[src/rtl/arm_hazard_pkg.sv]
// rtl/arm_hazard_pkg.sv - shared types and default parameters for the ARM hazard unit
package arm_hazard_pkg;

  typedef enum logic [1:0] {
    FWD_RF = 2'b00,
    FWD_W  = 2'b01,
    FWD_M  = 2'b10
  } fwd_sel_t;

  typedef enum logic {
    MS_IDLE = 1'b0,
    MS_WAIT = 1'b1
  } mem_state_t;

  localparam int RA_W_DEF    = 4;
  localparam int PC_REG_DEF  = 15;
  localparam int TIMEOUT_DEF = 16;
  localparam int CNT_W_DEF   = 16;

endpackage

[src/rtl/arm_hazard_unit_sat_counter.sv]
// rtl/arm_hazard_unit_sat_counter.sv - saturating up-counter for hazard performance events
module hz_sat_counter #(
  parameter int W = 16
) (
  input  logic         clk,
  input  logic         reset,
  input  logic         inc,
  output logic [W-1:0] count
);

  logic [W-1:0] count_q, count_d;

  always_comb begin
    count_d = count_q;
    if (inc && (count_q != '1)) count_d = count_q + W'(1);
  end

  always_ff @(posedge clk or posedge reset) begin
    if (reset) count_q <= '0;
    else       count_q <= count_d;
  end

  assign count = count_q;

endmodule

[src/rtl/arm_hazard_unit.sv]
// rtl/arm_hazard_unit.sv - forwarding, stall/flush and dmem wait control for the 5-stage ARM core
module arm_hazard_unit
  import arm_hazard_pkg::*;
#(
  parameter int RA_W    = RA_W_DEF,
  parameter int PC_REG  = PC_REG_DEF,
  parameter int TIMEOUT = TIMEOUT_DEF,
  parameter int CNT_W   = CNT_W_DEF
) (
  input  logic             clk,
  input  logic             reset,
  input  logic [RA_W-1:0]  RA1D,
  input  logic [RA_W-1:0]  RA2D,
  input  logic [RA_W-1:0]  RA1E,
  input  logic [RA_W-1:0]  RA2E,
  input  logic [RA_W-1:0]  WA3E,
  input  logic [RA_W-1:0]  WA3M,
  input  logic [RA_W-1:0]  WA3W,
  input  logic             RegWriteM,
  input  logic             RegWriteW,
  input  logic             MemtoRegE,
  input  logic             PCSrcD,
  input  logic             PCSrcE,
  input  logic             PCSrcM,
  input  logic             PCSrcW,
  input  logic             BranchTakenE,
  input  logic             MemReqM,
  input  logic             MemReadyM,
  output logic [1:0]       ForwardAE,
  output logic [1:0]       ForwardBE,
  output logic             StallF,
  output logic             StallD,
  output logic             StallE,
  output logic             StallM,
  output logic             FlushD,
  output logic             FlushE,
  output logic             FlushW,
  output logic             MemErr,
  output logic [CNT_W-1:0] StallCount,
  output logic [CNT_W-1:0] FlushCount
);

  localparam int              WC_W   = $clog2(TIMEOUT + 1);
  localparam logic [WC_W-1:0] WC_MAX = WC_W'(TIMEOUT);
  localparam logic [RA_W-1:0] PC_IDX = RA_W'(PC_REG);

  mem_state_t      state_q, state_d;
  logic [WC_W-1:0] wait_cnt_q, wait_cnt_d;
  fwd_sel_t        fwd_a, fwd_b;
  logic            ldr_stall, pc_wr_pend, mem_wait, timeout;

  always_comb begin
    fwd_a = FWD_RF;
    if (RA1E != PC_IDX) begin
      if (RegWriteM && (WA3M == RA1E))      fwd_a = FWD_M;
      else if (RegWriteW && (WA3W == RA1E)) fwd_a = FWD_W;
    end
    fwd_b = FWD_RF;
    if (RA2E != PC_IDX) begin
      if (RegWriteM && (WA3M == RA2E))      fwd_b = FWD_M;
      else if (RegWriteW && (WA3W == RA2E)) fwd_b = FWD_W;
    end
  end

  assign ForwardAE  = fwd_a;
  assign ForwardBE  = fwd_b;
  assign ldr_stall  = MemtoRegE && ((WA3E == RA1D) || (WA3E == RA2D));
  assign pc_wr_pend = PCSrcD || PCSrcE || PCSrcM;

  // The timeout cycle releases the pipeline: the access is treated as complete.
  assign timeout  = (state_q == MS_WAIT) && !MemReadyM && (wait_cnt_q == WC_MAX);
  assign mem_wait = MemReqM && !MemReadyM && !timeout;

  always_ff @(posedge clk or posedge reset) begin
    if (reset) begin
      state_q    <= MS_IDLE;
      wait_cnt_q <= '0;
    end else begin
      state_q    <= state_d;
      wait_cnt_q <= wait_cnt_d;
    end
  end

  // WAIT ignores MemReqM dropping; only ready or timeout ends the access.
  always_comb begin
    state_d    = state_q;
    wait_cnt_d = wait_cnt_q;
    case (state_q)
      MS_IDLE: begin
        if (mem_wait) begin
          state_d    = MS_WAIT;
          wait_cnt_d = WC_W'(1);
        end
      end
      MS_WAIT: begin
        if (MemReadyM || timeout) begin
          state_d    = MS_IDLE;
          wait_cnt_d = '0;
        end else begin
          wait_cnt_d = wait_cnt_q + WC_W'(1);
        end
      end
      default: begin
        state_d    = MS_IDLE;
        wait_cnt_d = '0;
      end
    endcase
  end

  always_comb begin
    MemErr = timeout;
    StallM = mem_wait;
    StallE = mem_wait;
    StallD = ldr_stall || mem_wait;
    StallF = ldr_stall || pc_wr_pend || mem_wait;
    FlushW = mem_wait;
    FlushE = (ldr_stall || BranchTakenE) && !mem_wait;
    FlushD = (pc_wr_pend || PCSrcW || BranchTakenE) && !mem_wait;
  end

  hz_sat_counter #(.W(CNT_W)) u_stall_cnt (
    .clk   (clk),
    .reset (reset),
    .inc   (StallF),
    .count (StallCount)
  );

  hz_sat_counter #(.W(CNT_W)) u_flush_cnt (
    .clk   (clk),
    .reset (reset),
    .inc   (FlushD || FlushE),
    .count (FlushCount)
  );

endmodule

[config.mk]
export PLATFORM = sky130hd
export DESIGN_NAME = arm_hazard_unit
export DESIGN_NICKNAME = d
export VERILOG_FILES = /design/src/rtl/arm_hazard_pkg.sv /design/src/rtl/arm_hazard_unit_sat_counter.sv /design/src/rtl/arm_hazard_unit.sv
export SDC_FILE = /design/constraint.sdc
export NUM_CORES = 1
export LEC_CHECK = 0
export CAP_MARGIN = 30
export CELL_PAD_IN_SITES_DETAIL_PLACEMENT = 1
export CELL_PAD_IN_SITES_GLOBAL_PLACEMENT = 1
export CORE_MARGIN = 1
export CORE_UTILIZATION = 34
export CTS_BUF_LIST = sky130_fd_sc_hd__clkbuf_8
export DETAILED_ROUTE_END_ITERATION = 10
export PLACE_DENSITY_LB_ADDON = 0.1
export RECOVER_POWER = 25
export SYNTH_ARGS = -nofsm -noshare
export SYNTH_HDL_FRONTEND = slang
export SYNTH_SLANG_ARGS = --single-unit
[constraint.sdc]
create_clock -name clk -period 2.3 [get_ports clk]
set_input_delay 0.46 -clock clk [delete_from_list [all_inputs] [get_ports clk]]
set_output_delay 0.46 -clock clk [all_outputs]
set_load 0.1 [all_outputs]
==> impl_summary.txt <==
----------------------------------------------------
[Outcome]
  Outcome ... finished with violations
  Failing checks ... negative setup slack

[Cells and area]
  Antenna diode count ... 0
  Final nets ... 388
  Final Core Density ... 0.613
  Most common cell after layout, fill and taps aside ... sky130_fd_sc_hd__buf_4
  Commonest cells after routing, fill and taps aside ... sky130_fd_sc_hd__buf_4, sky130_fd_sc_hd__dfrtp_1, sky130_fd_sc_hd__xnor2_1
  Relative area change from synthesis to final layout ... 73.6%
  Fin area ... 3890 um2
  Finished Layout Cells ... 422
  Proportion of layout cells with a drive suffix above 1 ... 0.423

[Clock tree]
  Clk root buf ... sky130_fd_sc_hd__clkbuf_8
  Clock-pin slew of the registers on the worst-case setup and hold paths ... 0.07 ns
  H-tree levels ... 2
  Clock latency on the worst-skew pair ... 0.29 ns
  Clock Tree Buf Depth ... 2
  TritonCTS clock tree ... done
  Post-CTS Hold Buffers ... 0
  Number of buffers inserted during clock tree synthesis ... 5
  # clock sinks ... 38

[Placed design]
  Final estimated routing congestion in global placement ... 0.781
  Post-DP Area ... 3530 um2
  Number of placed cells counting well taps ... 404
  Number of I/O port buffers ... 83
  Total half-perimeter wirelength after legalization and detailed placement ... 5.10 mm

[Timing]
  Total setup violations reported at the end of the flow ... 8
  Max Freq ... 408 MHz
  Final worst path period share ... 1.07
  Clk_skew ... 0.00393 ns
  Worst-margin pin slew ... 0.980 ns
  Number of hold violations in the final report ... 0
  Worst Setup Slack, final ... -0.151 ns
  Setup repair after global routing missed its margin ... true
  Final min period ... 2.45 ns
  Final slew viol count ... 0
  Max-slew headroom ... 0.347

[Routing]
  Total wire length ... 6.79 mm
  Number of nets with antenna violations after detailed routing ... 0
  Total via count after detailed routing ... 2116
  Post-detailed-route DRC marker count ... 0
  Average vias per placed instance ... 5.01
  Starting DRC count in detailed routing ... 30
  Number of detailed-route iterations in the first pass ... 4
  Per-cell routed wire length ... 16.1 um

[Floorplanning]
  Standard-cell rows ... 29
  Starting utilization of the core area ... 0.353
  Die height ... 83.2 um
  Boundary Pins ... 84
  Chip Width ... 83.2 um
  Die area ... 6930 um2
  Core area ... 6350 um2

[GRT]
  Remaining global-route overflow ... 0
  Via count of the first global-routing pass ... 2195
  Antenna violations before repair ... 0
  GRT Util Overall ... 0.195
  First-pass GRT wire length ... 10.9 mm
  Largest net degree at the start of global routing ... 39

[Yosys]
  Seq cells post-synth ... 38
  Number of enable flip-flop cells after synthesis ... 0
  Number of instances in the synthesized netlist ... 221
  Post-Synthesis Cell Area ... 2240 um2
  Top_reg_cell synth ... sky130_fd_sc_hd__dfrtp_1
  Fraction of the yosys area taken by sequential cells ... 0.424
  Number of different library cells in the post-synthesis netlist ... 37
  Nets in the synthesized netlist ... 265
  Async set-or-reset flop fraction in the synthesized netlist ... 1.00
  Number of warning messages in the yosys log ... 0
  Synthesized area divided by synthesized cell count ... 10.2 um2

[Hold path]
  Hold Crit Class ... flip-flop to flip-flop

[Power]
  Internal ... 1.71 mW
  Maximum VDD drop ... 1070 uV
  Power density relative to cell area ... 907 nW/um2
  Flop pwr share ... 0.295
  Leakage Power ... 1.77 nW
  Share of power burned in the clock network ... 0.158
  Power, Total ... 3.53 mW
  Net switching component of the power ... 1.83 mW
  Switching Share ... 0.517
  Part of the total power dissipated in combinational logic ... 0.547

[Setup path]
  Required time of the worst setup path ... 1.84 ns
  Startpoint Class ... flip-flop
  Maximum fanout count along the critical path ... 4
  WS Path Type ... flip-flop to output pin
  Worst Path Arrival ... 1.99 ns
  CP Capture Type ... output pin

[Run]
  Max-cap violation count ... 0

----------------------------------------------------
## power groups by stage
stage	logic [mW]	clock network (mW)	registers (mW)
CTS	1.89	0.579	1.03
global route	2.01	0.597	1.07
global placement	1.85	0	1.03
detailed placement	1.87	0	1.04
floorplan	0.454	0	1.93
finish	1.93	0.559	1.04
## area by class of cell
cell class | instances | area (um2)
timing repair buffer | 120 | 1220
sequential | 38 | 957
clock buffer | 5 | 68.8
tap | 77 | 96.3
fill | 690 | 2460
inverter | 9 | 46.3
clock inverter | 3 | 40.0
multi-input combinational | 170 | 1470
## per-layer routing
| layer | vias to the layer above | global-route usage | share of wire |
|---|---|---|---|
| met5 | - | 0 | 0 |
| met4 | 0 | 0.0517 | 0.015 |
| met3 | 11 | 0.0398 | 0.031 |
| met2 | 31 | 0.348 | 0.55 |
| met1 | 1051 | 0.239 | 0.41 |
| li1 | 1023 | - | - |
## synth_stat cells (3+ instances only)
| cell type | number | area share |
|---|---|---|
| sky130_fd_sc_hd__nand4_1 | 13 | 0.036 |
| sky130_fd_sc_hd__nor3_1 | 8 | 0.018 |
| sky130_fd_sc_hd__a21oi_1 | 4 | 0.0089 |
| sky130_fd_sc_hd__nand2_1 | 16 | 0.027 |
| sky130_fd_sc_hd__and4_1 | 3 | 0.012 |
| sky130_fd_sc_hd__xnor2_1 | 29 | 0.11 |
| sky130_fd_sc_hd__inv_1 | 8 | 0.013 |
| sky130_fd_sc_hd__dfrtp_1 | 38 | 0.42 |
| sky130_fd_sc_hd__and3_1 | 10 | 0.028 |
| sky130_fd_sc_hd__nand3_1 | 17 | 0.038 |
| sky130_fd_sc_hd__ha_1 | 4 | 0.022 |
| sky130_fd_sc_hd__xor2_1 | 20 | 0.078 |
| sky130_fd_sc_hd__o21ai_0 | 7 | 0.016 |
| sky130_fd_sc_hd__nand3_2 | 5 | 0.022 |
| sky130_fd_sc_hd__mux2_2 | 4 | 0.020 |
| sky130_fd_sc_hd__nor2_1 | 9 | 0.015 |
## path summary, 6_finish.rpt
path / start / end / slack (ns) / cells past startpoint
min in group asynchronous: reset / state_q / 0.92 / 3
hold reg to reg: wait_cnt_q[4] / wait_cnt_q[4] / 0.49 / 1
setup / recovery: wait_cnt_q[0] / FlushE / -0.15 / 9
hold / removal: wait_cnt_q[4] / wait_cnt_q[4] / 0.49 / 1
setup reg to reg: wait_cnt_q[0] / u_flush_cnt.count[7] / -0.04 / 12
max in group asynchronous: reset / u_flush_cnt.count[1] / 0.71 / 3
## stage by stage
step	setup WS, ns	setup TNS, ns	hold WS, ns
2_1_floorplan	-0.233	-2.72	0.436
3_3_place_gp	-0.215	-4.21	0.476
4_1_cts	-0.154	-0.902	0.495
5_1_grt	-0.220	-2.60	0.518
3_5_place_dp	-0.283	-6.87	0.482
6_report	-0.151	-0.912	0.494
## registers in the layout (all words and copies together) (netlist names)
signal / count
u_flush_cnt.count: 16
state_q: 1
u_stall_cnt.count: 16
wait_cnt_q: 5
## kinds of logic (layout without fill, tap and decap cells)
logic type | Yosys count | after routing | share of synthesized area
AO/OA/AOI/OAI | 19 | 19 | 0.0619
XOR/XNOR | 49 | 49 | 0.191
adder cells (fa/ha/maj) | 4 | 4 | 0.0223
buffers and inverters | 13 | 137 | 0.0340
flip-flops | 38 | 38 | 0.424
multiplexers | 4 | 4 | 0.0201
AND/OR/NAND/NOR | 94 | 94 | 0.247
## worst max-delay path, cell delays in order, from the launching register on
cell	delay, ns
sky130_fd_sc_hd__dfrtp_1	0.35
sky130_fd_sc_hd__inv_1	0.05
sky130_fd_sc_hd__ha_2	0.17
sky130_fd_sc_hd__nor4bb_4	0.15
sky130_fd_sc_hd__and2_4	0.17
sky130_fd_sc_hd__or3_4	0.42
sky130_fd_sc_hd__inv_12	0.09
sky130_fd_sc_hd__buf_12	0.11
sky130_fd_sc_hd__a21oi_4	0.04
sky130_fd_sc_hd__buf_12	0.16
## timing repair
action / in CTS / in global routing
resized for setup: 23 / 34
buffers inserted: 4 / 6
setup endpoints to repair: 11 / 34
pin swaps: 14 / 18
No activity file was read; power rests on OpenSTA's default activity.
